[src/rtl/mem_arbiter.sv]
// mem_arbiter
// Shares one single-ported unified memory between the instruction-fetch
// requester and the load/store requester. At most one requester is granted
// per cycle. The winner drives the memory address, write-data and byte-enable
// lines, and its read data is returned through registered response ports one
// cycle later.
//
// Build option:
//   MEM_ARB_RR_EN  defined   -> round-robin arbitration on conflict.
//                  undefined -> fixed data priority. Fetch is forced through
//                               once DATA_LOCK_MAX data grants have been made
//                               while fetch was waiting.
//
// Handshake: a requester raises req and holds its payload stable until it
// sees ready high in the same cycle. The access completes on that cycle's
// rising edge, and the matching rvalid pulses for exactly one cycle
// afterwards.

module mem_arbiter #(
    parameter int unsigned DATA_LOCK_MAX = 4
) (
    input  logic        clk,
    input  logic        rst_n,

    input  logic        i_req,
    input  logic [31:0] i_addr,
    output logic        i_ready,
    output logic        i_rvalid,
    output logic [31:0] i_rdata,

    input  logic        d_req,
    input  logic [31:0] d_addr,
    input  logic [31:0] d_wdata,
    input  logic [3:0]  d_wstrb,
    output logic        d_ready,
    output logic        d_rvalid,
    output logic [31:0] d_rdata,

    output logic [31:0] mem_addr,
    output logic [31:0] mem_wdata,
    output logic [3:0]  mem_wenable,
    input  logic [31:0] mem_rdata
);

    // Encoding of the last_grant register.
    localparam logic LG_FETCH = 1'b0;
    localparam logic LG_DATA  = 1'b1;

    // Arbitration state.
    logic [3:0] streak;      // data grants made while fetch was waiting
    logic       last_grant;  // port that won the most recent grant

    logic       i_grant;
    logic       d_grant;
    logic       d_is_read;

    assign d_is_read = (d_wstrb == 4'b0000);

`ifndef MEM_ARB_RR_EN
    localparam logic [3:0] LOCK_LIMIT = 4'(DATA_LOCK_MAX);
`endif

    // Grant decision. It is gated by rst_n so nothing is granted while reset
    // is asserted.
    always_comb begin
        i_grant = 1'b0;
        d_grant = 1'b0;
        if (rst_n) begin
            if (i_req && d_req) begin
`ifdef MEM_ARB_RR_EN
                // On conflict, the port that was not granted last wins.
                if (last_grant == LG_DATA) begin
                    i_grant = 1'b1;
                end else begin
                    d_grant = 1'b1;
                end
`else
                // Data has priority unless fetch has waited out the lock limit.
                if (streak == LOCK_LIMIT) begin
                    i_grant = 1'b1;
                end else begin
                    d_grant = 1'b1;
                end
`endif
            end else begin
                i_grant = i_req;
                d_grant = d_req;
            end
        end
    end

    assign i_ready = i_grant;
    assign d_ready = d_grant;

    // Memory-side mux. The bus is idle (all zero) unless a port is granted.
    always_comb begin
        mem_addr    = 32'h0;
        mem_wdata   = 32'h0;
        mem_wenable = 4'h0;
        if (i_grant) begin
            mem_addr = i_addr;
        end else if (d_grant) begin
            mem_addr    = d_addr;
            mem_wdata   = d_wdata;
            mem_wenable = d_wstrb;
        end
    end

    // Anti-starvation counter and last-grant tracker.
    always_ff @(posedge clk or negedge rst_n) begin
        if (!rst_n) begin
            streak     <= 4'd0;
            last_grant <= LG_FETCH;
        end else begin
            if (i_grant) begin
                last_grant <= LG_FETCH;
            end else if (d_grant) begin
                last_grant <= LG_DATA;
            end
`ifdef MEM_ARB_RR_EN
            streak <= 4'd0;
`else
            if (i_grant || !i_req) begin
                streak <= 4'd0;
            end else if (d_grant && (streak != 4'hF)) begin
                streak <= streak + 4'd1;
            end
`endif
        end
    end

    // Response registers. Each rvalid pulses for one cycle after its grant.
    // Each rdata holds its last value when the port is not granted.
    always_ff @(posedge clk or negedge rst_n) begin
        if (!rst_n) begin
            i_rvalid <= 1'b0;
            d_rvalid <= 1'b0;
            i_rdata  <= 32'h0;
            d_rdata  <= 32'h0;
        end else begin
            i_rvalid <= i_grant;
            d_rvalid <= d_grant;
            if (i_grant) begin
                i_rdata <= mem_rdata;
            end
            if (d_grant) begin
                d_rdata <= d_is_read ? mem_rdata : 32'h0;
            end
        end
    end

endmodule

[config.mk]
export PLATFORM = sky130hd
export DESIGN_NAME = mem_arbiter
export DESIGN_NICKNAME = d
export VERILOG_FILES = /design/src/rtl/mem_arbiter.sv
export SDC_FILE = /design/constraint.sdc
export NUM_CORES = 1
export LEC_CHECK = 0
export CAP_MARGIN = 0
export CELL_PAD_IN_SITES_DETAIL_PLACEMENT = 0
export CELL_PAD_IN_SITES_GLOBAL_PLACEMENT = 1
export CORE_UTILIZATION = 25
export DETAILED_ROUTE_END_ITERATION = 16
export PLACE_DENSITY = 0.89
export SKIP_LAST_GASP = 1
export SLEW_MARGIN = 0
export SYNTH_ARGS = -nofsm -noshare
export SYNTH_HDL_FRONTEND = slang
export SYNTH_SLANG_ARGS = --single-unit
[constraint.sdc]
create_clock -name clk -period 4 [get_ports clk]
set_input_delay 0.6 -clock clk [delete_from_list [all_inputs] [get_ports clk]]
set_output_delay 0.6 -clock clk [all_outputs]
set_load 0.05 [all_outputs]
## Word-level counts from Yosys, hierarchy flattened

Index checks and enable logic that the tools add are counted.

| operators by class | value |
|---|---|
| bitwise logic cells | 0 |
| mux-type cells | 15 |
| $add $sub $neg | 1 |
| $mul | 0 |
| reductions and logical operators | 6 |
| divide/modulo/power cells | 0 |
| equal/unequal tests | 2 |
| $lt $le $gt $ge | 0 |
| shifts and indexed selects | 0 |

Operator list:

| operator | count |
|---|---|
| $mux W32 | 5 |
| $mux W4 | 4 |
| $mux W1 | 6 |
| $add A4 B1 Y4 const B | 1 |
| $eq A4 B3 Y1 const B | 1 |
| $logic_not A4 Y1 | 1 |
| $ne A4 B4 Y1 const B | 1 |
| $logic_and A1 B1 Y1 | 2 |
| $reduce_bool A2 Y1 | 1 |
| $logic_not A1 Y1 | 1 |
| $logic_or A1 B1 Y1 | 1 |

| word-level totals | value |
|---|---|
| memory bits (read-only) | 0 |
| word-level logic and storage cells | 29 |
| register bits | 70 |
| bits in writable memories | 0 |
| memories kept | 0 |
| bits in latches | 0 |
| bits of input ports | 136 |
| output and inout port bits | 136 |

## Depth between registers and ports, before layout

Gate-level depths: netlist (run 1).

| logic depth | value |
|---|---|
| depth after elaboration | 7 |
| depth in mapped cells | 9 |
| mapped depth without buffers | 6 |

## Least setup slack after synthesis (run 1)

Ideal clock, no wire load.

| timing path | value |
|---|---|
| kind | input -> output |
| start point | in d_req |
| end point | out mem_addr[22] |
| buffers on the path | 2 |
| required time | 3.400 ns |
| cell stages on the path | 5 |
| setup slack | 1.511 ns |
| arrival time | 1.889 ns |
| cells stage by stage | a21boi_2 > nor2_1 > buf_4 > buf_2 > a22o_1 |

| on the way | value |
|---|---|
| elaborated cells between the ends (all ways) | 7 |
| classes of those cells | mux: 6; reduce/logical: 1 |

RTL lines:

| what | RTL line | source |
|---|---|---|
| start, declared | 31 | `input logic d_req,` |
| $logic_and A1 B1 Y1 | 69 | `if (i_req && d_req) begin` |
| $mux W1 | 69 |  |
| $mux W1 | 68 | `if (rst_n) begin` |
| via i_ready | 27 | `output logic i_ready,` |
| $mux W32 | 100 | `if (i_grant) begin` |
| end, declared | 39 | `output logic [31:0] mem_addr,` |

The timed path passes the listed nets, and every way through them passes these cells.

## Worst setup path in the final report (run 1)

| timing path | value |
|---|---|
| start point | in i_req |
| end point | out mem_addr[4] |

| on the way | value |
|---|---|
| cells in the longest elaborated chain, start to end | 5 |
| elaborated cells between the ends (all ways) | 7 |
| classes of those cells | mux: 6; reduce/logical: 1 |

RTL lines:

| what | RTL line | source |
|---|---|---|
| start, declared | 25 | `input logic i_req,` |
| $logic_and A1 B1 Y1 | 69 |  |
| $mux W1 | 69 |  |
| $mux W1 | 68 |  |
| $mux W32 | 102 | `end else if (d_grant) begin` |
| $mux W32 * | 100 |  |

Mark *: on every way between the ends. The rest lies on a longest branch, timed or not.

==> metrics.cfg, run 1 <==
[outcome]
outcome=complete, no violations

[sta]
tightest_slew_ns=0.8642
slew_violations=0
hold_violations=0
final.min_clock_period_ns=2.904
finalSetupViolations=0
fmax_ghz=0.3443
hold_ws_ns=0.07621
fin_tns_setup_ns=0
clock_skew_ns=0.008353
fin_crit_sh_pct=72.60
rsz0062_at_grt=false
layout_setup_ws_ns=1.096
slew_headroom_pct=42.39

[die]
dieWidth_um=118.3
coreArea_um2=13190
start_util_pct=25.63
num_rows=42
die_area_um2=13990
boundaryPins=272
die_y_um=118.3

[logic_synthesis]
async_reset_ff_share_pct=100.0
synth_nets=455
synth_top_cell_by_area=dfrtp_1
ys_types=27
netlist_area_um2=3381
synth_common_cells=70 x dfrtp_1, 66 x nand2_1, 36 x and2_1
netlist.area_leader.share_pct=51.81
syn-instance-count=317
ys_seq_area_share_pct=51.81
avgSynthCellArea_um2=10.66
ys_ff_latch=70
synth.most_common_cell=dfrtp_1
ys.warnings.count=0
synth_area_leaders=dfrtp_1 52%, mux2_1 11%, a22o_1 8.3%, nand2_1 7.3%, and2_1 6.7%
synth_edf_count=0
ys.flop_type=dfrtp_1

[placement]
place_congestion=0.7881
place_hpwl_um=10010
portBuffers=271
post-place-ws_ns=1.099
place_area_um2=6449

[clock_network]
cts_buffers=9
cts_tree=built
clk_latency_ns=0.33
htreeDepth=3
hold_buffers=0
cts.sinks=70
post_cts_buffers=0
cts_max_path_buffers=2
cts-resized-gates=0
ctsRootBufferMaster=clkbuf_16
clk_pin_slew_ns=0.06

[worst_hold_path]
hold_path_class=in -> async

[setup_path]
r2r-end=i_rdata[3]$_DFFE_PN0P_
cp_max_fo=47
end_kind=output port
path_class=in -> out
slowest_stage=clkdlybuf4s50_1
r2r-start=streak[0]$_DFFE_PN0P_
worstPathCellList=clkdlybuf4s50_1 > nand2_1 > nor2_4 > buf_4 > a22o_1 > buf_12
arrival_ns=2.30
rr_worst_depth=6
critPathLaunchType=input port
rrSetupSlack_ns=2.07
slowest_delay_ns=0.54
required_ns=3.40

[global_routing]
grt_max_degree=77
first_global_vias=3505
grt_pass1_wl_um=20440
track_usage_pct=18.77
grt-ovfl-total=0
grt_antenna_before_repair=0

[power]
power_switching_uw=882.0
peakVddDrop_mv=0.1707
powerDensity_nw_per_um2=377.7
combPwrFrac_pct=36.8
p_int_uw=1666
sw_frac_of_total_pct=34.61
p_clk_share_pct=31.1
power_frac_seq_pct=32.1
leakage_uw=0.003024

[routing]
wl_um=12870
vias=3389
drtIter0Drc=162
firstDrtPassIters=4
vias_per_cell=4.453
ant_nets=0
drc_errors=0
wl_per_cell_um=16.91

[layout]
layout.nets=719
area_growth_pct=99.56
n_antenna_cell=0
nFillCells=1165
drive_above_1_share_pct=16.58
final_design_area_no_fill_um2=6746
post-route-util_pct=51.15

[flow_run]
drv_cap=0

power by group through the flow:
| stage | Clock (uW) | Combinational (uW) | Sequential [uW] |
|---|---|---|---|
| after floorplan | 0 | 246 | 1080 |
| after global placement | 0 | 935 | 825 |
| after detailed placement | 0 | 943 | 830 |
| after CTS | 820 | 946 | 818 |
| after global routing | 842 | 975 | 827 |
| final | 794 | 937 | 817 |
routing by layer:
metal	share of wire [%]	global-route usage [%]	vias to the layer above
met3	6.7	4.875	22
li1	-	-	1608
met2	51	31.62	134
met5	0	0	-
met4	2.0	6.250	0
met1	41	23.22	1625
critical path, delay by kind of cell:
kind                   cells  cell delay [ns]
buffers and inverters      3             1.14
AOI/OAI and AO/OA          1             0.30
and+or+nand+nor            2             0.22
layout by cell type, fill, tap and decap left out, drive strengths merged, types with 2 or more instances in the layout:
| cell type | n |
|---|---|
| a22o | 32 |
| clkdlybuf4s50 | 201 |
| nand3 | 33 |
| buf | 77 |
| and2 | 36 |
| clkinvlp | 2 |
| mux2 | 32 |
| inv | 5 |
| clkbuf | 10 |
| o21ai | 2 |
| dfrtp | 70 |
| ha | 2 |
| nor2 | 3 |
| nand2 | 66 |
final cells by class:
type,instances,area (um^2),share of cell area [%]
tap,176,220.2,3.264
clock inverter,5,58.81,0.8717
clock buffer,10,239.0,3.542
timing repair buffer,278,3013,44.66
inverter,4,15.01,0.2226
sequential,70,1752,25.96
multi-input combinational,218,1449,21.48
cell families (layout without fill, tap and decap cells):
kind of cell / after synthesis / count (layout) / synth area share [%]
AND/OR/NAND/NOR: 142 / 142 / 20.36
multiplexers: 33 / 33 / 10.95
AO/OA/AOI/OAI: 40 / 40 / 10.07
XOR/XNOR: 1 / 1 / 0.2591
flip-flops: 70 / 70 / 51.81
adder cells (fa/ha/maj): 2 / 2 / 0.7401
buffers and inverters: 29 / 297 / 5.811
stage by stage:
| stage | power, uW | std cells |
|---|---|---|
| final | 2548 | 761 |
| after floorplan | 1324 | 317 |
| after CTS | 2583 | 761 |
| after global routing | 2643 | 761 |
| after detailed placement | 1773 | 746 |
| after global placement | 1760 | 746 |
worst max path at each step:
stage	start	to	slack (ns)	cells past startpoint
3_5_place_dp	d_req	mem_addr[4]	1.10	6
3_3_place_gp	d_req	mem_addr[7]	1.14	6
5_1_grt	i_req	mem_addr[4]	0.99	6
4_1_cts	d_req	mem_addr[4]	1.10	6
2_1_floorplan	d_req	mem_addr[22]	1.51	5
6_report	i_req	mem_addr[4]	1.10	6
flip-flops by register name, indices dropped and copies added (netlist names):
register  count
i_rvalid      1
d_rdata      32
d_rvalid      1
i_rdata      32
streak        4
No activity file was read; power rests on OpenSTA's default activity.
==> run 2, diff against run 1 <==
--- a/config.mk
+++ b/config.mk
@@ -8,9 +8,9 @@
 export CAP_MARGIN = 0
 export CELL_PAD_IN_SITES_DETAIL_PLACEMENT = 0
 export CELL_PAD_IN_SITES_GLOBAL_PLACEMENT = 1
-export CORE_UTILIZATION = 25
+export CORE_UTILIZATION = 21
 export DETAILED_ROUTE_END_ITERATION = 16
-export PLACE_DENSITY = 0.89
+export PLACE_DENSITY = 0.8
 export SKIP_LAST_GASP = 1
 export SLEW_MARGIN = 0
 export SYNTH_ARGS = -nofsm -noshare
==> constraint.sdc (replaced) <==
create_clock -name clk -period 2.5 [get_ports clk]
set_input_delay 0.375 -clock clk [delete_from_list [all_inputs] [get_ports clk]]
set_output_delay 0.375 -clock clk [all_outputs]
set_load 0.05 [all_outputs]
==> run 2 against run 1 <==
Compared with the run above: clock power grew 45%; worst hold slack better by 0.22 ns; sequential power up 59%; register-to-register slack worse by 1.5 ns; flip-flop and latch count unchanged; sequential share of layout area decreased by 1.9 points; core utilization is 5.2 points lower; worst setup slack worse by 0.98 ns; first-iteration DRC count down 7.4%; non-clock buffer count grew 2; routed wire length grew 3.3%; clock skew is essentially flat; largest power group unchanged.
==> metrics.cfg, run 2 (same netlist as run 1, synthesis figures left out) <==
[sta]
fin_crit_sh_pct=95.23
hold_violations=0  ; unchanged
fin_tns_setup_ns=0  ; unchanged
finalSetupViolations=0  ; unchanged
slew_headroom_pct=40.55  ; -1.8 points
clock_skew_ns=0.008564  ; +0.0002109 ns
tightest_slew_ns=0.8917  ; +0.02753 ns
final.min_clock_period_ns=2.381
slew_violations=0  ; unchanged
rsz0062_at_grt=true
fmax_ghz=0.4200
hold_ws_ns=0.2934  ; +0.2172 ns

[die]
die_area_um2=16610  ; +19%
die_y_um=128.9  ; +9.0%
coreArea_um2=15830  ; +20%
start_util_pct=21.36  ; -4.3 points
dieWidth_um=128.9  ; +9.0%
boundaryPins=272  ; unchanged
num_rows=46  ; +9.5%

[setup_path]
slowest_stage=dfrtp_1
critPathLaunchType=flip-flop
arrival_ns=2.01  ; -0.29 ns
path_buf_inv=4  ; +1
slowest_delay_ns=0.37  ; -0.17 ns
worstPathCellList=inv_1 > ha_1 > a31o_1 > inv_2 > buf_12 > a22o_1 > buf_12
crit_top_cell=buf_12
cp_max_fo=52  ; +11%
end_kind=output port
cp_top_family=buffers and inverters
required_ns=2.12  ; -1.28 ns
path_class=reg -> out

[layout]
final_cell_mix=200 x clkdlybuf4s50_1, 72 x buf_12, 70 x dfrtp_1, 66 x nand2_1, 36 x and2_1
reg.largest.list=d_rdata (32), i_rdata (32), streak (4)
area_growth_pct=115.0
final_common_cell=clkdlybuf4s50_1
post-route-util_pct=45.92  ; -5.2 points
multi_input_area_um2=1449  ; unchanged
final_design_area_no_fill_um2=7268  ; +7.7%
layout.nets=721  ; +0.28%
n_antenna_cell=0  ; unchanged
nFillCells=1467  ; +26%
seq_area_um2=1752  ; unchanged
drive_above_1_share_pct=17.04  ; +0.45 points

[routing]
vias_per_cell=4.264  ; -4.3%
wl_per_cell_um=16.56  ; -2.1%
ant_nets=0  ; unchanged
drc_errors=0  ; unchanged
firstDrtPassIters=4  ; unchanged
drtIter0Drc=150  ; -7.4%
wl_um=13300  ; +3.3%
vias=3424  ; +1.0%

[clock_network]
clk_pin_slew_ns=0.06  ; about the same
cts.sinks=70  ; unchanged
cts_tree=built
cts-resized-gates=0  ; unchanged
cts_buffers=9  ; unchanged
post_cts_buffers=0  ; unchanged
cts_max_path_buffers=2  ; unchanged
ctsRootBufferMaster=clkbuf_16
clk_latency_ns=0.33  ; about the same
hold_buffers=0  ; unchanged
htreeDepth=3  ; unchanged

[global_routing]
grt_max_degree=72  ; -6.5%
grt_pass1_wl_um=19710  ; -3.6%
first_global_vias=3450  ; -1.6%
grt_antenna_before_repair=1  ; +1
grt-ovfl-total=0  ; unchanged
track_usage_pct=15.77  ; -3.0 points

[power]
p_total_uw=4032  ; +58%
peakVddDrop_mv=0.3207  ; +88%
leakage_uw=0.003144  ; +3.9%
powerDensity_nw_per_um2=554.7  ; +47%

[outcome]
outcome=complete, no violations

[flow_run]
drv_cap=0  ; unchanged

[placement]
place_congestion=0.7349  ; -6.8%
place_area_um2=6989  ; +8.4%
portBuffers=271  ; unchanged
place_hpwl_um=10780  ; +7.6%

[worst_hold_path]
hold_path_class=in -> async

run 2: changes by cell type in the layout (fill, tap and decap cells not counted), sizes merged:
cell	before	now
buf	77	80
clkinvlp	2	3
inv	5	4
bufinv	1	0
clkinv	1	2
clkdlybuf4s50	201	200
run 2: report_power, final:
part | switching (uW) | leakage [uW] | total [uW] | internal (uW)
combinational | 892 | 0.00211 | 1580 | 685
sequential | 55.3 | 0.000904 | 1300 | 1250
clock | 459 | 0.000127 | 1150 | 691
run 2: path summary, 6_finish.rpt:
| path | start | to | slack [ns] | cells after the start |
|---|---|---|---|---|
| min in group clk | d_rdata[15]$_DFFE_PN0P_ | d_rdata[15]$_DFFE_PN0P_ | 0.46 | 2 |
| setup reg to reg | streak[0]$_DFFE_PN0P_ | i_rdata[2]$_DFFE_PN0P_ | 0.58 | 7 |
| hold reg to reg | d_rdata[15]$_DFFE_PN0P_ | d_rdata[15]$_DFFE_PN0P_ | 0.46 | 2 |
| hold / removal | rst_n | streak[2]$_DFFE_PN0P_ | 0.29 | 2 |
| max in group asynchronous | rst_n | i_rvalid$_DFF_PN0_ | 1.61 | 2 |
| setup / recovery | streak[0]$_DFFE_PN0P_ | mem_addr[0] | 0.12 | 7 |
run 2: per-layer routing:
metal / up-vias / part of all wire [%] / GRT usage, %
met1: 1673 / 39 / 18.67
met2: 119 / 53 / 26.96
met3: 10 / 6.6 / 5.198
li1: 1622 / - / -
met4: 0 / 1.3 / 4.983
met5: - / 0 / 0
run 2: area by class of cell:
type / instances / area share, %
clock inverter: 5 / 0.4992
inverter: 4 / 0.2066
tap: 216 / 3.718
multi-input combinational: 218 / 19.93
sequential: 70 / 24.10
timing repair buffer: 280 / 48.25
clock buffer: 10 / 3.288
run 2: metrics by stage:
step	std cells	setup WS, ns
finish	803	0.1192
CTS	803	0.07511
global placement	788	0.2452
floorplan	317	0.2681
global route	803	-0.001345
detailed placement	788	0.2083
